### src/rtl/ripplecarry_seq_ctrl.sv
// Wide adder sequencer: feeds a 4-bit carry-registered ripple slice one nibble
// per 4-cycle phase, chaining carries, with valid/ready on both sides.

module ripplecarry4_clk (
    input  logic       clk,
    input  logic [3:0] a,
    input  logic [3:0] b,
    input  logic       cin,
    output logic [3:0] sum,
    output logic       cout
);
    logic [3:1] c_q;

    // NOTE: carry registers carry no reset; the controller holds each nibble
    // for four edges, which overwrites all of them before the sum is sampled.
    always_ff @(posedge clk) begin
        c_q[1] <= (a[0] & b[0]) | (cin    & (a[0] ^ b[0]));
        c_q[2] <= (a[1] & b[1]) | (c_q[1] & (a[1] ^ b[1]));
        c_q[3] <= (a[2] & b[2]) | (c_q[2] & (a[2] ^ b[2]));
    end

    always_comb begin
        sum[0] = a[0] ^ b[0] ^ cin;
        sum[1] = a[1] ^ b[1] ^ c_q[1];
        sum[2] = a[2] ^ b[2] ^ c_q[2];
        sum[3] = a[3] ^ b[3] ^ c_q[3];
        cout   = (a[3] & b[3]) | (c_q[3] & (a[3] ^ b[3]));
    end
endmodule

module ripplecarry_seq_ctrl #(
    parameter int NIB = 4
) (
    input  logic             clk,
    input  logic             rst_n,
    input  logic             in_valid,
    output logic             in_ready,
    input  logic [4*NIB-1:0] in_a,
    input  logic [4*NIB-1:0] in_b,
    input  logic             in_cin,
    output logic             out_valid,
    input  logic             out_ready,
    output logic [4*NIB-1:0] out_sum,
    output logic             out_cout,
    output logic             busy
);
    localparam int W = 4 * NIB;
    localparam logic [2:0] LAST = 3'(NIB - 1);

    typedef enum logic [1:0] {IDLE, RUN, DONE} state_t;

    state_t         state;
    logic [W-1:0]   op_a, op_b;
    logic           carry;
    logic [1:0]     phase;
    logic [2:0]     idx;
    logic [3:0]     s_sum;
    logic           s_cout;
    logic [W+3:0]   sum_cat;

    ripplecarry4_clk u_slice (
        .clk  (clk),
        .a    (op_a[3:0]),
        .b    (op_b[3:0]),
        .cin  (carry),
        .sum  (s_sum),
        .cout (s_cout)
    );

    // New nibble enters from the top so nibble k ends at bits [4k+3:4k].
    assign sum_cat = {s_sum, out_sum};

    // NOTE: all state and registered outputs use non-blocking assignments so
    // every register sees the pre-edge value of every other register.
    always_ff @(posedge clk) begin
        if (!rst_n) begin
            state     <= IDLE;
            in_ready  <= 1'b1;
            out_valid <= 1'b0;
            out_sum   <= '0;
            out_cout  <= 1'b0;
            busy      <= 1'b0;
            op_a      <= '0;
            op_b      <= '0;
            carry     <= 1'b0;
            phase     <= 2'd0;
            idx       <= 3'd0;
        end else begin
            case (state)
                IDLE: begin
                    if (in_valid) begin
                        op_a     <= in_a;
                        op_b     <= in_b;
                        carry    <= in_cin;
                        phase    <= 2'd0;
                        idx      <= 3'd0;
                        in_ready <= 1'b0;
                        busy     <= 1'b1;
                        state    <= RUN;
                    end
                end
                RUN: begin
                    phase <= phase + 2'd1;
                    if (phase == 2'd3) begin
                        out_sum <= sum_cat[W+3:4];
                        carry   <= s_cout;
                        op_a    <= op_a >> 4;
                        op_b    <= op_b >> 4;
                        idx     <= idx + 3'd1;
                        if (idx == LAST) begin
                            out_cout  <= s_cout;
                            out_valid <= 1'b1;
                            state     <= DONE;
                        end
                    end
                end
                DONE: begin
                    if (out_ready) begin
                        out_valid <= 1'b0;
                        in_ready  <= 1'b1;
                        busy      <= 1'b0;
                        state     <= IDLE;
                    end
                end
                default: state <= IDLE;
            endcase
        end
    end
endmodule

### config.mk
export PLATFORM = sky130hd
export DESIGN_NAME = ripplecarry_seq_ctrl
export DESIGN_NICKNAME = d
export VERILOG_FILES = /design/src/rtl/ripplecarry_seq_ctrl.sv
export SDC_FILE = /design/constraint.sdc
export NUM_CORES = 1
export LEC_CHECK = 0
export CORE_ASPECT_RATIO = 0.6
export CORE_MARGIN = 2
export CORE_UTILIZATION = 33
export CTS_CLUSTER_DIAMETER = 50
export DETAILED_ROUTE_END_ITERATION = 8
export GPL_TIMING_DRIVEN = 1
export MAX_ROUTING_LAYER = met4
export PLACE_DENSITY = 0.54
export SLEW_MARGIN = 20
export SYNTH_ARGS = -nofsm -noshare
export SYNTH_HDL_FRONTEND = slang
export SYNTH_SLANG_ARGS = --single-unit
### constraint.sdc
create_clock -name clk -period 1.6 [get_ports clk]
set_clock_uncertainty 0.15 [all_clocks]
set_input_delay 0.32 -clock clk [delete_from_list [all_inputs] [get_ports clk]]
set_output_delay 0.32 -clock clk [all_outputs]
set_load 0.03 [all_outputs]
Yosys cells after proc, flatten, opt, wreduce, memory -nomap -nowiden
Cells that the tools add are included.

word-level totals
  output and inout bits = 20
  flip-flop bits (word level) = 63
  bits of input ports = 37

operators by class
  add/sub/neg operators = 2
  bitwise logic cells = 20
  reduce and logical (&&, ||, !) cells = 11
  eq/ne operators = 8
  mux-type cells = 28

operators by type and width
  kind                   count
  $mux W16               4
  $pmux W16 S2           2
  $mux W2                5
  $reduce_and A3 Y1      3
  $and A1 B1 Y1          8
  $mux W1                8
  $ne A2 B2 Y1 const B   4
  $pmux W1 S2            4
  $reduce_and A4 Y1      2
  $xor A1 B1 Y1          8
  $mux W3                2
  $pmux W2 S3            1
  $pmux W3 S2            1
  $reduce_bool A2 Y1     3
  $eq A2 B2 Y1 const B   2
  $or A1 B1 Y1           4
  $pmux W2 S2            1
  $reduce_and A2 Y1      2
  $add A3 B1 Y3 const B  1
  $eq A3 B2 Y1 const B   1
  $add A2 B1 Y2 const B  1
  $eq A2 B1 Y1 const B   1
  $logic_not A2 Y1       1

Logic depth before layout (Yosys ltp)
  depth after elaboration = 5
  gate-level depth with buffers = 7

Hierarchy
From an unflattened synthesis, not the netlist that was laid out.

second synthesis, totals
  cells, all modules = 254
  area, all modules = 2568.7 µm²

by module, submodules not included
  module                cells each  instances  area each (µm²)
  ripplecarry_seq_ctrl  247         1          2428.6
  ripplecarry4_clk      7           1          140.1

Worst setup path before layout
OpenSTA, ideal clock, no wires.

  path type = flip-flop to flip-flop
  start point = reg phase[0]
  end point = reg out_sum[10]
  buffers on the path = 3
  data required time = 1.379 ns
  stages on the path, launching flop included = 8
  path slack = 0.119 ns
  period minus slack after synthesis = 1.481 ns
  data arrival time = 1.261 ns
  path through = dfxtp_1 > ha_1 > buf_2 > and3b_1 > clkbuf_2 > buf_2 > nand2_1 > a21oi_1

between the ends
  cells in the longest elaborated chain, start to end = 2

RTL lines
  what                                RTL line  text
  start: declaration                  55        logic [1:0] phase;
  start signal: assignment            103       phase <= phase + 2'd1;
  $eq A2 B2 Y1                        104       if (phase == 2'd3) begin
  $reduce_and A2 Y1 (no source line)  -
  end signal: assignment              105       out_sum <= sum_cat[W+3:4];
  end: declaration                    43        output logic [4*NIB-1:0] out_sum,

No other way between the ends.
A chain may end at the register's enable or synchronous reset.

Worst setup path in the final report
  start point = reg out_sum[7]
  end point = out out_sum[7]

No word-level cell between the ends.

==> flow_metrics.py <==
metrics = {
    "route": {
        "wl_met3_microns": 286,
        "ant_nets": 0,
        "route.met2.wl_microns": 2440,
        "vias_per_cell": 4.76,
        "drt-total-wl_microns": 6290,
        "route.vias.total": 2065,
        "top_layer": "met4",
        "drt-initial-drc-count": 101,
        "wl_met1_microns": 3470,
        "routedWlPerCell_microns": 14.5,
        "drcViolationCount": 0,
        "first_pass_iters": 4,
    },
    "timing": {
        "slew_headroom": 0.785,
        "finalSetupViolCount": 0,
        "drv_slew": 0,
        "hold_ws_ns": 0.300,
        "hold_viol_final": 0,
        "fin_tns_setup_ns": 0,
        "max_freq_mhz": 643,
        "post-route-period-util": 0.972,
        "rsz0062_at_grt": "false",
        "setup_slack_ns": 0.0445,
        "min_period_ns": 1.56,
        "worstMarginPinSlew_ns": 0.323,
    },
    "placed_design": {
        "dpl.hpwl_microns": 4240,
        "gp_congestion": 0.764,
        "pre_cts_ws_ns": -0.284,
        "portBuffers": 56,
    },
    "layout": {
        "area_growth_pct": 45.1,
        "layout-drive-gt1-share": 0.139,
        "fin_nets": 369,
        "n_antenna_cell": 0,
        "final_core_util": 0.504,
    },
    "power": {
        "peakVddDrop_uv": 696,
        "p_per_area_nw_per_um2": 1140,
        "power_mw": 4.24,
        "p_leak_nw": 1.46,
    },
    "min_path": {
        "min_path_type": "reg2reg",
    },
    "cts": {
        "cts_buffer_depth": 2,
        "cts_tree": "built",
        "cts_root_buf": "clkbuf_16",
        "cts_sinks": 63,
        "cts_setup_buffers": 0,
        "htreeDepth": 3,
        "cts_buffers": 9,
        "cts_hold_buf": 0,
        "clkLatencyLatePin_ns": 0.33,
        "path_clk_slew_ns": 0.05,
    },
    "setup_path": {
        "path_buf_inv": 1,
        "crit_family": "buffers and inverters",
        "endpoint_kind": "output port",
        "critPathKind": "reg2out",
        "crit_chain": "dlygate4sd2_1",
        "max_stage_delay_ns": 0.41,
        "crit_required_ns": 1.13,
        "startpoint_type": "flop",
        "critPathSlowestCell": "dlygate4sd2_1",
        "worstPathMaxFanout": 3,
        "cp.arrival_ns": 1.09,
        "rrSetupSlack_ns": 0.07,
    },
    "run_status": {
        "outcome": "complete, no violations",
    },
    "yosys": {
        "synth.distinct_cells": 34,
        "ys_warn_count": 0,
        "synth_common_cells": "dfxtp_1, nand2_1, o21a_1",
        "synth.mux.area_fraction": 0.00780,
        "syn_inst": 260,
        "syn-cell-area_sq_um": 2560,
        "synth_seq_area_share": 0.492,
        "ys_seq_elements": 63,
        "synth_compound_area_frac": 0.270,
        "syn_area_per_cell_sq_um": 9.87,
        "synth_fa_ha_area_frac": 0.0459,
        "synth_xor_area_frac": 0,
        "synth.top_cell.area_share": 0.492,
        "syn_nets": 304,
        "yosys.area_share.simple": 0.129,
        "synthTopCellsByArea": "dfxtp_1, o221a_1, nand2_1",
        "synth.largest_area_cell": "dfxtp_1",
        "synth_flop_cell": "dfxtp_1",
        "synth_top_family_by_area": "compound AO/OA/AOI/OAI gates",
        "synth_edf_count": 0,
        "synthArstFlopShare": 0,
        "synth_most_common_cell": "dfxtp_1",
    },
    "global_route": {
        "grt_max_degree": 42,
        "grt.total_usage": 0.163,
        "antenna_found_initial": 0,
        "grt_pass1_wl_microns": 10300,
        "grt_pass1_vias": 1997,
        "overflow": 0,
    },
    "die": {
        "die_area_sq_um": 8520,
        "row_count": 24,
        "floorplan.initialDensity": 0.347,
        "die_height_microns": 72.3,
        "io_pins": 57,
        "core-area_sq_um": 7390,
        "die_w_microns": 118,
    },
    "job": {
        "drv_cap": 0,
    },
}
metrics by stage:
step	area, sq um	cells
floorplan	2560	260
global placement	3360	417
detailed placement	3360	417
CTS	3670	433
global route	3720	434
finish	3720	434
placed cells by master (no fill, tap or decap), drive strengths merged, types with 3 or more instances in the layout:
cell           synthesis  layout
nor2                   7       7
clkdlybuf4s15          0       4
o221a                 25      25
o22ai                  8       8
dlygate4sd2            0      15
o21a                  27      27
a21oi                 20      20
nor2b                  4       4
ha                     3       3
fa                     4       4
buf                   16      20
dfxtp                 63      63
clkbuf                 7      14
inv                    3       4
nand2                 54      54
clkdlybuf4s50          0      35
path summary, 6_finish.rpt:
kind                 to  depth (start not counted)        from
max          out_sum[7]                          1  out_sum[7]
min          out_sum[3]                          2  out_sum[3]
max reg2reg      idx[2]                          4      idx[0]
min reg2reg  out_sum[3]                          2  out_sum[3]
sequential cells by signal (all words and copies together), names as in the netlist:
name / count
op_a: 16
op_b: 16
out_sum: 16
idx: 3
u_slice.c_q: 3
phase: 2
state: 2
busy: 1
carry: 1
in_ready: 1
out_cout: 1
out_valid: 1
tightest hold or removal path: cells and delay by family, from the launching register on:
kind	cells	cell delay, ns
compound gates	1	0.05
flops	1	0.30
simple gates	1	0.05
power by group:
| group | internal [mW] | switching, mW | total, mW |
|---|---|---|---|
| Combinational | 0.236 | 0.161 | 0.397 |
| Clock | 1.45 | 0.686 | 2.14 |
| Sequential | 1.65 | 0.0529 | 1.70 |
final cells by class:
type | instances | area [sq um]
fillers | 716 | 3670
well taps | 104 | 130
inverters | 3 | 11.3
multi-input cells | 171 | 1180
clock inverters | 4 | 76.3
repair buffers | 77 | 802
flip-flops and latches | 63 | 1260
clock buffers | 12 | 256
metal layers:
metal	up-vias	track usage
met3	9	0.0542
met1	941	0.233
met4	0	0.0602
met2	47	0.211
met5	-	-
li1	1068	-
logic make-up (layout without fill, tap and decap cells):
group | count (synthesis) | after routing
buf+inv | 26 | 96
fa+ha+maj | 7 | 7
simple gates | 74 | 74
flops | 63 | 63
compound gates | 88 | 88
mux | 2 | 2
what timing repair did:
item | 4_1_cts | 5_1_grt
pin swaps | 0 | 1
gates resized for setup | 22 | 11
setup endpoints to repair | 37 | 30
cloned | 0 | 1
(Power assumes the default switching activity.)
